<file path="src/rtl/div_exec_ctrl_pkg.sv">
// Shared definitions for the iterative RV64M divide/remainder unit:
// func3 encodings of the divide class and the sequencer state type.
package div_exec_ctrl_pkg;

    localparam logic [2:0] F3_DIV  = 3'd4;
    localparam logic [2:0] F3_DIVU = 3'd5;
    localparam logic [2:0] F3_REM  = 3'd6;
    localparam logic [2:0] F3_REMU = 3'd7;

    typedef enum logic [1:0] {
        IDLE = 2'd0,
        BUSY = 2'd1,
        DONE = 2'd2
    } div_state_t;

endpackage

</file>
<file path="src/rtl/div_exec_ctrl_div_step.sv">
// One restoring shift-subtract iteration on unsigned magnitudes.
// The dividend is shifted out of quo_i MSB-first while quotient bits enter at the LSB.
module div_step #(
    parameter int DATA_WIDTH = 64
) (
    input  logic [DATA_WIDTH-1:0] rem_i,
    input  logic [DATA_WIDTH-1:0] quo_i,
    input  logic [DATA_WIDTH-1:0] dvs_i,
    output logic [DATA_WIDTH-1:0] rem_o,
    output logic [DATA_WIDTH-1:0] quo_o
);

    logic [DATA_WIDTH:0] shifted;
    logic [DATA_WIDTH:0] diff;

    // Extra top bit: a partial remainder shifted left can exceed DATA_WIDTH bits,
    // and the same bit doubles as the borrow of the trial subtraction.
    always_comb begin
        shifted = {rem_i, quo_i[DATA_WIDTH-1]};
        diff    = shifted - {1'b0, dvs_i};
        if (diff[DATA_WIDTH]) begin
            rem_o = shifted[DATA_WIDTH-1:0];
            quo_o = {quo_i[DATA_WIDTH-2:0], 1'b0};
        end else begin
            rem_o = diff[DATA_WIDTH-1:0];
            quo_o = {quo_i[DATA_WIDTH-2:0], 1'b1};
        end
    end

endmodule

</file>
<file path="src/rtl/div_exec_ctrl.sv">
// Divide/remainder sequencer beside the execute-stage ALU: holds the pipeline
// while iterating and presents a one-cycle-valid result.
//
// state | meaning
// IDLE  | waiting for a legal divide-class op; special cases resolve here
// BUSY  | one restoring iteration per cycle, counter runs N-1 down to 0
// DONE  | done_o high with the signed/extended result; back to IDLE next cycle
module div_exec_ctrl
    import div_exec_ctrl_pkg::*;
#(
    parameter int DATA_WIDTH = 64,
    parameter int CNT_W      = $clog2(DATA_WIDTH)
) (
    input  logic                  clk_i,
    input  logic                  arstn_i,
    input  logic                  valid_i,
    input  logic [2:0]            func3_i,
    input  logic                  word_i,
    input  logic [DATA_WIDTH-1:0] src_1_i,
    input  logic [DATA_WIDTH-1:0] src_2_i,
    input  logic                  flush_i,
    output logic                  stall_o,
    output logic                  done_o,
    output logic [DATA_WIDTH-1:0] result_o
);

    div_state_t            state_q, state_d;
    logic [CNT_W-1:0]      cnt_q, cnt_d;
    logic [DATA_WIDTH-1:0] quo_q, quo_d;
    logic [DATA_WIDTH-1:0] rem_q, rem_d;
    logic [DATA_WIDTH-1:0] dvs_q, dvs_d;
    logic                  is_rem_q, is_rem_d;
    logic                  word_q, word_d;
    logic                  quo_neg_q, quo_neg_d;
    logic                  rem_neg_q, rem_neg_d;
    logic                  done_q, done_d;
    logic [DATA_WIDTH-1:0] result_q, result_d;

    logic                  legal, is_signed, is_rem_op, start;
    logic                  neg_a, neg_b, div_zero, ovf;
    logic [DATA_WIDTH-1:0] ext_a, ext_b, mag_a, mag_b, most_neg, special_res;
    logic [DATA_WIDTH-1:0] step_rem, step_quo, q_signed, r_signed;

    function automatic logic [DATA_WIDTH-1:0] sext_word(input logic [DATA_WIDTH-1:0] v,
                                                       input logic w);
        return w ? {{(DATA_WIDTH-32){v[31]}}, v[31:0]} : v;
    endfunction

    div_step #(.DATA_WIDTH(DATA_WIDTH)) u_step (
        .rem_i (rem_q),
        .quo_i (quo_q),
        .dvs_i (dvs_q),
        .rem_o (step_rem),
        .quo_o (step_quo)
    );

    always_comb begin
        legal     = (func3_i == F3_DIV) || (func3_i == F3_DIVU) ||
                    (func3_i == F3_REM) || (func3_i == F3_REMU);
        is_signed = (func3_i == F3_DIV) || (func3_i == F3_REM);
        is_rem_op = (func3_i == F3_REM) || (func3_i == F3_REMU);
        start     = (state_q == IDLE) && valid_i && !flush_i && legal;

        ext_a = word_i ? {{(DATA_WIDTH-32){is_signed & src_1_i[31]}}, src_1_i[31:0]} : src_1_i;
        ext_b = word_i ? {{(DATA_WIDTH-32){is_signed & src_2_i[31]}}, src_2_i[31:0]} : src_2_i;
        neg_a = is_signed & ext_a[DATA_WIDTH-1];
        neg_b = is_signed & ext_b[DATA_WIDTH-1];
        mag_a = neg_a ? -ext_a : ext_a;
        mag_b = neg_b ? -ext_b : ext_b;

        most_neg = word_i ? {{(DATA_WIDTH-31){1'b1}}, {31{1'b0}}}
                          : {1'b1, {(DATA_WIDTH-1){1'b0}}};
        div_zero = (ext_b == '0);
        ovf      = is_signed && (ext_a == most_neg) && (ext_b == '1);

        if (is_rem_op) special_res = div_zero ? ext_a : '0;
        else           special_res = div_zero ? '1 : ext_a;

        q_signed = quo_neg_q ? -step_quo : step_quo;
        r_signed = rem_neg_q ? -step_rem : step_rem;
    end

    always_comb begin
        state_d   = state_q;
        cnt_d     = cnt_q;
        quo_d     = quo_q;
        rem_d     = rem_q;
        dvs_d     = dvs_q;
        is_rem_d  = is_rem_q;
        word_d    = word_q;
        quo_neg_d = quo_neg_q;
        rem_neg_d = rem_neg_q;
        done_d    = 1'b0;
        result_d  = result_q;

        if (flush_i) begin
            state_d = IDLE;
        end else begin
            case (state_q)
                IDLE: begin
                    if (valid_i && legal) begin
                        is_rem_d  = is_rem_op;
                        word_d    = word_i;
                        quo_neg_d = neg_a ^ neg_b;
                        rem_neg_d = neg_a;
                        dvs_d     = mag_b;
                        rem_d     = '0;
                        // W forms: park the 32-bit magnitude at the top so 32 steps consume it
                        quo_d     = word_i ? (mag_a << (DATA_WIDTH-32)) : mag_a;
                        if (div_zero || ovf) begin
                            state_d  = DONE;
                            done_d   = 1'b1;
                            result_d = sext_word(special_res, word_i);
                        end else begin
                            state_d = BUSY;
                            cnt_d   = word_i ? CNT_W'(31) : CNT_W'(DATA_WIDTH-1);
                        end
                    end
                end
                BUSY: begin
                    rem_d = step_rem;
                    quo_d = step_quo;
                    if (cnt_q == '0) begin
                        state_d  = DONE;
                        done_d   = 1'b1;
                        result_d = sext_word(is_rem_q ? r_signed : q_signed, word_q);
                    end else begin
                        cnt_d = cnt_q - 1'b1;
                    end
                end
                DONE:    state_d = IDLE;
                default: state_d = IDLE;
            endcase
        end
    end

    always_ff @(posedge clk_i or negedge arstn_i) begin
        if (!arstn_i) begin
            state_q   <= IDLE;
            cnt_q     <= '0;
            quo_q     <= '0;
            rem_q     <= '0;
            dvs_q     <= '0;
            is_rem_q  <= 1'b0;
            word_q    <= 1'b0;
            quo_neg_q <= 1'b0;
            rem_neg_q <= 1'b0;
            done_q    <= 1'b0;
            result_q  <= '0;
        end else begin
            state_q   <= state_d;
            cnt_q     <= cnt_d;
            quo_q     <= quo_d;
            rem_q     <= rem_d;
            dvs_q     <= dvs_d;
            is_rem_q  <= is_rem_d;
            word_q    <= word_d;
            quo_neg_q <= quo_neg_d;
            rem_neg_q <= rem_neg_d;
            done_q    <= done_d;
            result_q  <= result_d;
        end
    end

    assign stall_o  = start || (state_q == BUSY);
    assign done_o   = done_q;
    assign result_o = result_q;

endmodule

</file>
<file path="config.mk">
export PLATFORM = sky130hd
export DESIGN_NAME = div_exec_ctrl
export DESIGN_NICKNAME = d
export VERILOG_FILES = /design/src/rtl/div_exec_ctrl_pkg.sv /design/src/rtl/div_exec_ctrl_div_step.sv /design/src/rtl/div_exec_ctrl.sv
export SDC_FILE = /design/constraint.sdc
export NUM_CORES = 1
export LEC_CHECK = 0
export ABC_AREA = 0
export CELL_PAD_IN_SITES_DETAIL_PLACEMENT = 2
export CELL_PAD_IN_SITES_GLOBAL_PLACEMENT = 2
export CORE_ASPECT_RATIO = 0.75
export CORE_MARGIN = 4
export CORE_UTILIZATION = 38
export CTS_CLUSTER_SIZE = 20
export DETAILED_ROUTE_END_ITERATION = 16
export PLACE_DENSITY = 0.86
export SYNTH_ARGS = -nofsm -noshare
export SYNTH_HDL_FRONTEND = slang
export SYNTH_SLANG_ARGS = --single-unit
</file>
<file path="constraint.sdc">
create_clock -name clk_i -period 9.41 [get_ports clk_i]
set_input_delay 1.882 -clock clk_i [delete_from_list [all_inputs] [get_ports clk_i]]
set_output_delay 1.882 -clock clk_i [all_outputs]
set_load 0.05 [all_outputs]
</file>
==> metrics.yaml, run 1 <==
worst_hold_path:
  holdCritPathClass: "register to register"
flow_run:
  max_cap_viol_count: 0
status:
  run_status: "finished clean"
die:
  start_util_pct: 38.6
  pin_count: 202
  placementRows: 82
  die-height_um: 234
  die-width_um: 309
  total_die_area_mm2: 0.0724
  placeableCoreArea_mm2: 0.0671
final_layout:
  most-common-layout-cells: "nand2_1 (468), o21ai_0 (432), nor2_1 (352)"
  nFillCells: 7743
  area_delta_synth_final_pct: 14.0
  drive_gt1_share_pct: 4.45
  finish.instance_area_mm2: 0.0295
  layout.cells.most_common: "nand2_1"
  nets_finish: 3826
timing:
  setup_repair_after_global_routing_missed_its_margin: "no"
  final.hold.worst_slack_ps: 485
  clock.fmax_mhz: 128
  relSlewSlack_pct: 5.74
  fin_crit_ps: 7810
  setup_viol_count_final: 0
  worst_pin_slew_ps: 1400
  fin_setup_tns_ps: 0
  hold_viol_final: 0
  final_min_period_over_clock_period_pct: 83.0
  finClkSkew_ps: 37.3
  slew_viol_final: 0
clock_tree:
  cts-root-to-sink-buffers: 3
  cts_root_buffer: "clkbuf_16"
  tritoncts: "built"
  cts_num_sinks: 269
  worst_setup_hold_path_clk_slew_ps: 60
  cts.htree.levels: 2
  cts_setup_buffers: 0
  worstSkewPairLatency_ps: 610
  cts-hold-fix-buffers: 0
  cts_repair_resize_count: 0
  cts_buffers: 35
critical_path:
  crit_path_top_delay_cell: "a2111oi_2"
  critical_path.most_common_cell: "nand2_1"
  crit_path_cell_trace: "ha_1, nand2_1, nor2_1, nand2_1, a2111oi_2, and3_1, a221o_1, nor2_4, clkinv_2, buf_4, nor2_1, a21oi_1, ha_1, inv_1, nor3b_2, nand3_1, o31ai_4, o211ai_1, or4b_1, o41ai_2, xor2_1, nand2_1, a31oi_1"
  setup.worst_path.class: "register to register"
  critical_path.max_stage_delay_ps: 760
  cp_data_required_time_ps: 9920
  startpoint_type: "register"
  cp-end-kind: "register"
  cp_max_fo: 50
  critical_path_arrival_ps: 8320
power_and_ir_drop:
  power.switching_fraction_pct: 46.8
  cellLeakagePower_uw: 0.0116
  seq_power_share_pct: 30.9
  internal_power_uw: 2670
  power_frac_comb_pct: 41.5
  powerDensity_mw_per_mm2: 170
  switching_power_uw: 2350
  clockPowerShare_pct: 27.5
  ir_worst_vdd_mv: 0.121
place:
  dpl_wire_length_um: 119000
  place_congestion: 1.01
  dpl_cell_area_mm2: 0.0284
  port_buffers: 201
synthesis:
  ys_ff_latch: 269
  synth_top_area_share_pct: 26.0
  async_reset_ff_share_pct: 100
  syn-mean-instance-area_um2: 7.22
  synth_warnings: 0
  synth.area.top_cells: "dfrtp_1 (26%), o21ai_0 (8.4%), nand2_1 (6.8%), a21oi_1 (6.6%), nor2_1 (5.1%)"
  synth.distinct_cells: 101
  yosys.area.top_type: "dfrtp_1"
  netlist_area_mm2: 0.0259
  ys_dominant_reg_cell: "dfrtp_1"
  yosysSeqAreaShare_pct: 26.0
  mappedNetlistNets: 3793
  number_of_flops_mapped_to_enable_cells_by_yosys: 0
  cells_after_synth: 3585
routing:
  drt_wl_total_um: 151000
  viasPerCell: 6.84
  first_pass_iters: 5
  drt_iter0_drc: 3898
  detail_route.drc_violations: 0
  drt.antenna.violating_nets: 0
  vias: 30954
  wl_per_cell_um: 33.4
grt:
  antenna_found_initial: 14
  grtUsageTotal_pct: 40.6
  via_count_of_the_first_global_routing_pass: 31075
  maximum_number_of_pins_on_one_net_before_global_route_repair: 130
  grt_pass1_wl_um: 218000
  grt.overflow.total: 0
per-stage QoR:
stage               cells  worst slack (ps)  total power, uW  util, %
floorplan            3585              3100             2650        -
global route         4521              1210             5190     44.0
detailed placement   4463              1780             3550     42.3
CTS                  4521              1790             4930     44.0
finish               4525              1600             5020     44.0
global placement     4463              1980             3450     42.3
area by class of cell:
| cell class | instances | area [um^2] | area share [%] |
|---|---|---|---|
| clock inverter | 12 | 138 | 0.466 |
| inverter | 99 | 373 | 1.26 |
| tap | 882 | 1100 | 3.74 |
| antenna | 4 | 10.0 | 0.0339 |
| timing repair buffer | 240 | 2320 | 7.86 |
| clock buffer | 46 | 957 | 3.24 |
| sequential | 269 | 6730 | 22.8 |
| multi-input combinational | 2973 | 17900 | 60.6 |
kinds of logic (layout without fill, tap and decap cells):
family                   Yosys count  in the layout  share of synthesized area [%]
buffers and inverters            343            397                           5.22
AO/OA/AOI/OAI                   1277           1277                           30.6
adder cells (fa/ha/maj)           75             75                           3.63
flip-flops                       269            269                           26.0
XOR/XNOR                         261            261                           8.83
other                              0              4                              0
AND/OR/NAND/NOR                 1306           1306                           23.6
multiplexers                      54             54                           2.13
worst max-delay path: cells and delay by family, from the launching register on:
| kind | cells | cell delay, ps |
|---|---|---|
| AOI/OAI and AO/OA | 7 | 2910 |
| and+or+nand+nor | 10 | 2380 |
| adders and majority gates | 2 | 960 |
| buffers and inverters | 3 | 790 |
| DFF | 1 | 460 |
| xor gates and xnor gates | 1 | 190 |
cells in the mapped netlist, types with 13 or more instances:
| master | number |
|---|---|
| nand2_1 | 468 |
| o21ai_0 | 433 |
| nor2_1 | 353 |
| a21oi_1 | 339 |
| dfrtp_1 | 269 |
| clkbuf_1 | 190 |
| xnor2_1 | 145 |
| xor2_1 | 116 |
| inv_1 | 98 |
| nor3_1 | 90 |
| ha_1 | 71 |
| o31ai_1 | 69 |
| nand4_1 | 66 |
| or3_1 | 60 |
| nor4_1 | 58 |
| a211oi_1 | 53 |
| o211ai_1 | 51 |
| nand3_1 | 49 |
| mux2i_1 | 45 |
| a21o_1 | 44 |
| a31oi_1 | 41 |
| buf_2 | 35 |
| o21a_1 | 28 |
| or4_1 | 28 |
| nand2b_1 | 27 |
| o41ai_1 | 23 |
| nor2b_1 | 19 |
| a22oi_1 | 16 |
| buf_1 | 15 |
| and3_1 | 14 |
| and2_1 | 13 |
layer usage:
layer / track usage [%] / share of wire [%]
met4: 9.97 / 2.6
met5: 0 / 0.042
met1: 58.6 / 44
met3: 13.1 / 12
met2: 58.3 / 41
state kept, by name, indices dropped and copies added, names as in the netlist:
| name | count |
|---|---|
| cnt_q | 6 |
| done_o | 1 |
| dvs_q | 64 |
| is_rem_q | 1 |
| quo_neg_q | 1 |
| quo_q | 64 |
| rem_neg_q | 1 |
| rem_q | 64 |
| result_o | 64 |
| state_q | 2 |
| word_q | 1 |
path summary, 6_finish.rpt:
path / startpoint / to / slack, ps / depth (start not counted)
min in group asynchronous: arstn_i / result_o[6]$_DFFE_PN0P_ / 1320 / 1
hold reg to reg: result_o[24]$_DFFE_PN0P_ / result_o[24]$_DFFE_PN0P_ / 490 / 1
max in group asynchronous: arstn_i / dvs_q[14]$_DFFE_PN0P_ / 6590 / 2
setup / recovery: rem_q[29]$_DFFE_PN0P_ / result_o[60]$_DFFE_PN0P_ / 1600 / 23
setup reg to reg: rem_q[29]$_DFFE_PN0P_ / result_o[60]$_DFFE_PN0P_ / 1600 / 23
hold / removal: result_o[24]$_DFFE_PN0P_ / result_o[24]$_DFFE_PN0P_ / 490 / 1
power by group through the flow:
stage	registers (uW)	clock network (uW)	logic, uW
2_1_floorplan	1510	0	1140
3_3_place_gp	1530	0	1910
3_5_place_dp	1550	0	2000
4_1_cts	1530	1380	2020
5_1_grt	1560	1430	2210
6_report	1550	1380	2090
Note: power is estimated with default switching activity, not from simulation.
==> run 2, diff against run 1 <==
CORE_UTILIZATION = 35   (was 38)
PLACE_DENSITY = 0.8   (was 0.86)
clock period = 8 ns   (was 9.41 ns; I/O delays follow)
==> metrics.yaml, run 2 (synthesis results as in run 1) <==
clock_tree:
  tritoncts: "built"  # unchanged
  cts_num_sinks: 269  # unchanged
  worstSkewPairLatency_ps: 580  # was 610 ps
  cts-hold-fix-buffers: 0  # unchanged
  cts_repair_resize_count: 0  # unchanged
  worst_setup_hold_path_clk_slew_ps: 70  # was 60 ps
  cts_buffers: 34  # was 35
  cts_setup_buffers: 0  # unchanged
  cts.htree.levels: 2  # unchanged
  cts_root_buffer: "clkbuf_16"  # unchanged
  cts-root-to-sink-buffers: 3  # unchanged
place:
  port_buffers: 201  # unchanged
  dpl_cell_area_mm2: 0.0286  # was 0.0284 mm^2
  numPlacedInstances: 4564  # was 4463
  post-place-ws_ps: 922  # was 1780 ps
  dpl_wire_length_um: 115000  # was 119000 um
  place_congestion: 0.995  # was 1.01
power_and_ir_drop:
  cellLeakagePower_uw: 0.0117  # was 0.0116 uW
  powerDensity_mw_per_mm2: 199  # was 170 mW/mm^2
  ir_worst_vdd_mv: 0.119  # was 0.121 mV
worst_hold_path:
  holdCritPathClass: "register to register"  # unchanged
final_layout:
  most-common-layout-cells: "nand2_1 (468), o21ai_0 (432), nor2_1 (352)"  # unchanged
  layout_cells_excl_fill: 4628  # was 4525
  area_delta_synth_final_pct: 15.1  # was 14.0%
  drive_gt1_share_pct: 5.11  # was 4.45%
  nets_finish: 3840  # was 3826
  finish.instance_area_mm2: 0.0298  # was 0.0295 mm^2
  layout.cells.most_common: "nand2_1"  # unchanged
  nFillCells: 8596  # was 7743
die:
  die-height_um: 244  # was 234 um
  start_util_pct: 35.3  # was 38.6%
  die-width_um: 322  # was 309 um
  pin_count: 202  # unchanged
  placeableCoreArea_mm2: 0.0734  # was 0.0671 mm^2
  placementRows: 86  # was 82
  total_die_area_mm2: 0.0784  # was 0.0724 mm^2
critical_path:
  setup.worst_path.class: "register to register"  # unchanged
  cp_data_required_time_ps: 8510  # was 9920 ps
  critical_path.most_common_cell: "nand2_1"  # unchanged
  critical_path_arrival_ps: 7640  # was 8320 ps
  startpoint_type: "register"  # unchanged
  cp-end-kind: "register"  # unchanged
  critical_path.top_delay_family: "simple AND/OR/NAND/NOR gates"  # was compound AO/OA/AOI/OAI gates
  worst-path-buf-inv: 2  # was 3
  cp_max_fo: 15  # was 50
  critical_path.max_stage_delay_ps: 720  # was 760 ps
  crit_path_cell_trace: "ha_1, nand2_1, o21ai_0, a21oi_1, a2111oi_2, and3_1, a221o_1, buf_4, nor2_4, clkinv_2, ha_1, nand2b_1, nand2b_1, nor3_1, nand2_1, or2_2, nor4_1, nand2_1, or3_1, o31ai_1, xnor2_1, nor2_1, a2111oi_0, o31a_1"  # was ha_1, nand2_1, nor2_1, nand2_1, a2111oi_2, and3_1, a221o_1, nor2_4, clkinv_2, buf_4, nor2_1, a21oi_1, ha_1, inv_1, nor3b_2, nand3_1, o31ai_4, o211ai_1, or4b_1, o41ai_2, xor2_1, nand2_1, a31oi_1
  crit_path_top_delay_cell: "a2111oi_2"  # unchanged
timing:
  setup_repair_after_global_routing_missed_its_margin: "no"  # unchanged
  fin_crit_ps: 7130  # was 7810 ps
  finClkSkew_ps: 21.4  # was 37.3 ps
  setup_viol_count_final: 0  # unchanged
  fin_setup_tns_ps: 0  # unchanged
  worst_slack_ps: 870  # was 1600 ps
  hold_viol_final: 0  # unchanged
  slew_viol_final: 0  # unchanged
  worst_pin_slew_ps: 1310  # was 1400 ps
  relSlewSlack_pct: 12.0  # was 5.74%
  final.hold.worst_slack_ps: 476  # was 485 ps
  clock.fmax_mhz: 140  # was 128 MHz
  final_min_period_over_clock_period_pct: 89.1  # was 83.0%
status:
  run_status: "finished clean"  # unchanged
grt:
  antenna_found_initial: 9  # was 14
  grt.busiest_layer: "met1"  # unchanged
  global_route.usage.met3_pct: 11.0  # was 13.1%
  use_met1_pct: 53.4  # was 58.6%
  use_met2_pct: 51.2  # was 58.3%
  grt.overflow.total: 0  # unchanged
  grtUsageTotal_pct: 35.9  # was 40.6%
  grt_pass1_wl_um: 212000  # was 218000 um
  maximum_number_of_pins_on_one_net_before_global_route_repair: 109  # was 130
  via_count_of_the_first_global_routing_pass: 29798  # was 31075
flow_run:
  max_cap_viol_count: 0  # unchanged
routing:
  viasPerCell: 6.53  # was 6.84
  vias: 30231  # was 30954
  first_pass_iters: 5  # unchanged
  drt_iter0_drc: 3497  # was 3898
  wl_per_cell_um: 31.4  # was 33.4 um
  drt_wl_total_um: 145000  # was 151000 um
  drt.antenna.violating_nets: 0  # unchanged
  detail_route.drc_violations: 0  # unchanged
## run 2: cell types whose count changed in the layout (fill, tap and decap cells not counted), moves of 2 or more
cell,change
buf_4,+15
bufinv_16,+3
clkbuf_1,-3
clkinv_2,+3
dfrtp_1,-2
dfrtp_2,+2
diode_2,-2
inv_6,+3
## run 2: worst register-to-register path: stages (launching register included)
cell and delay, ps:
dfrtp_1 470, ha_1 580, nand2_1 220, o21ai_0 330, a21oi_1 150, a2111oi_2 720, and3_1 320, a221o_1 150
buf_4 230, nor2_4 70, clkinv_2 160, ha_1 190, nand2b_1 130, nand2b_1 280, nor3_1 280, nand2_1 130
or2_2 330, nor4_1 370, nand2_1 320, or3_1 480, o31ai_1 280, xnor2_1 190, nor2_1 90, a2111oi_0 410
o31a_1 190
## run 2: report_power, final
part | switching (uW) | total (uW) | internal [uW]
Combinational | 1690 | 2420 | 727
Clock | 744 | 1710 | 962
Sequential | 261 | 1790 | 1530
Total | 2690 | 5920 | 3220
## run 2: through the flow
stage	total power (uW)	util, %
floorplan	3120	-
global placement	4070	39.0
detailed placement	4130	39.0
CTS	5840	40.6
global route	6160	40.6
finish	5920	40.6
## run 2: final timing paths
kind,start,to,slack [ps],depth (start not counted)
setup / recovery,rem_q[29]$_DFFE_PN0P_,result_o[56]$_DFFE_PN0P_,870,24
hold reg to reg,result_o[20]$_DFFE_PN0P_,result_o[20]$_DFFE_PN0P_,480,1
setup reg to reg,rem_q[29]$_DFFE_PN0P_,result_o[56]$_DFFE_PN0P_,870,24
hold / removal,result_o[20]$_DFFE_PN0P_,result_o[20]$_DFFE_PN0P_,480,1
max in group asynchronous,arstn_i,dvs_q[24]$_DFFE_PN0P_,5420,2
min in group asynchronous,arstn_i,result_o[4]$_DFFE_PN0P_,1070,1
## run 2: metal layers
layer  share of wire, %  vias up
met5              0.040        -
met4                1.9        8
met3                 11      148
met2                 41     1284
met1                 46    15640
li1                   -    13151
## run 2: cell type report
class	count	area (um^2)	share of cell area [%]
Antenna cell	2	5.00	0.0168
Multi-Input combinational cell	2973	17900	60.0
Clock inverter	20	240	0.806
Sequential cell	269	6740	22.6
Clock buffer	42	921	3.09
Inverter	99	373	1.25
Tap cell	968	1210	4.07
Timing Repair Buffer	255	2430	8.16
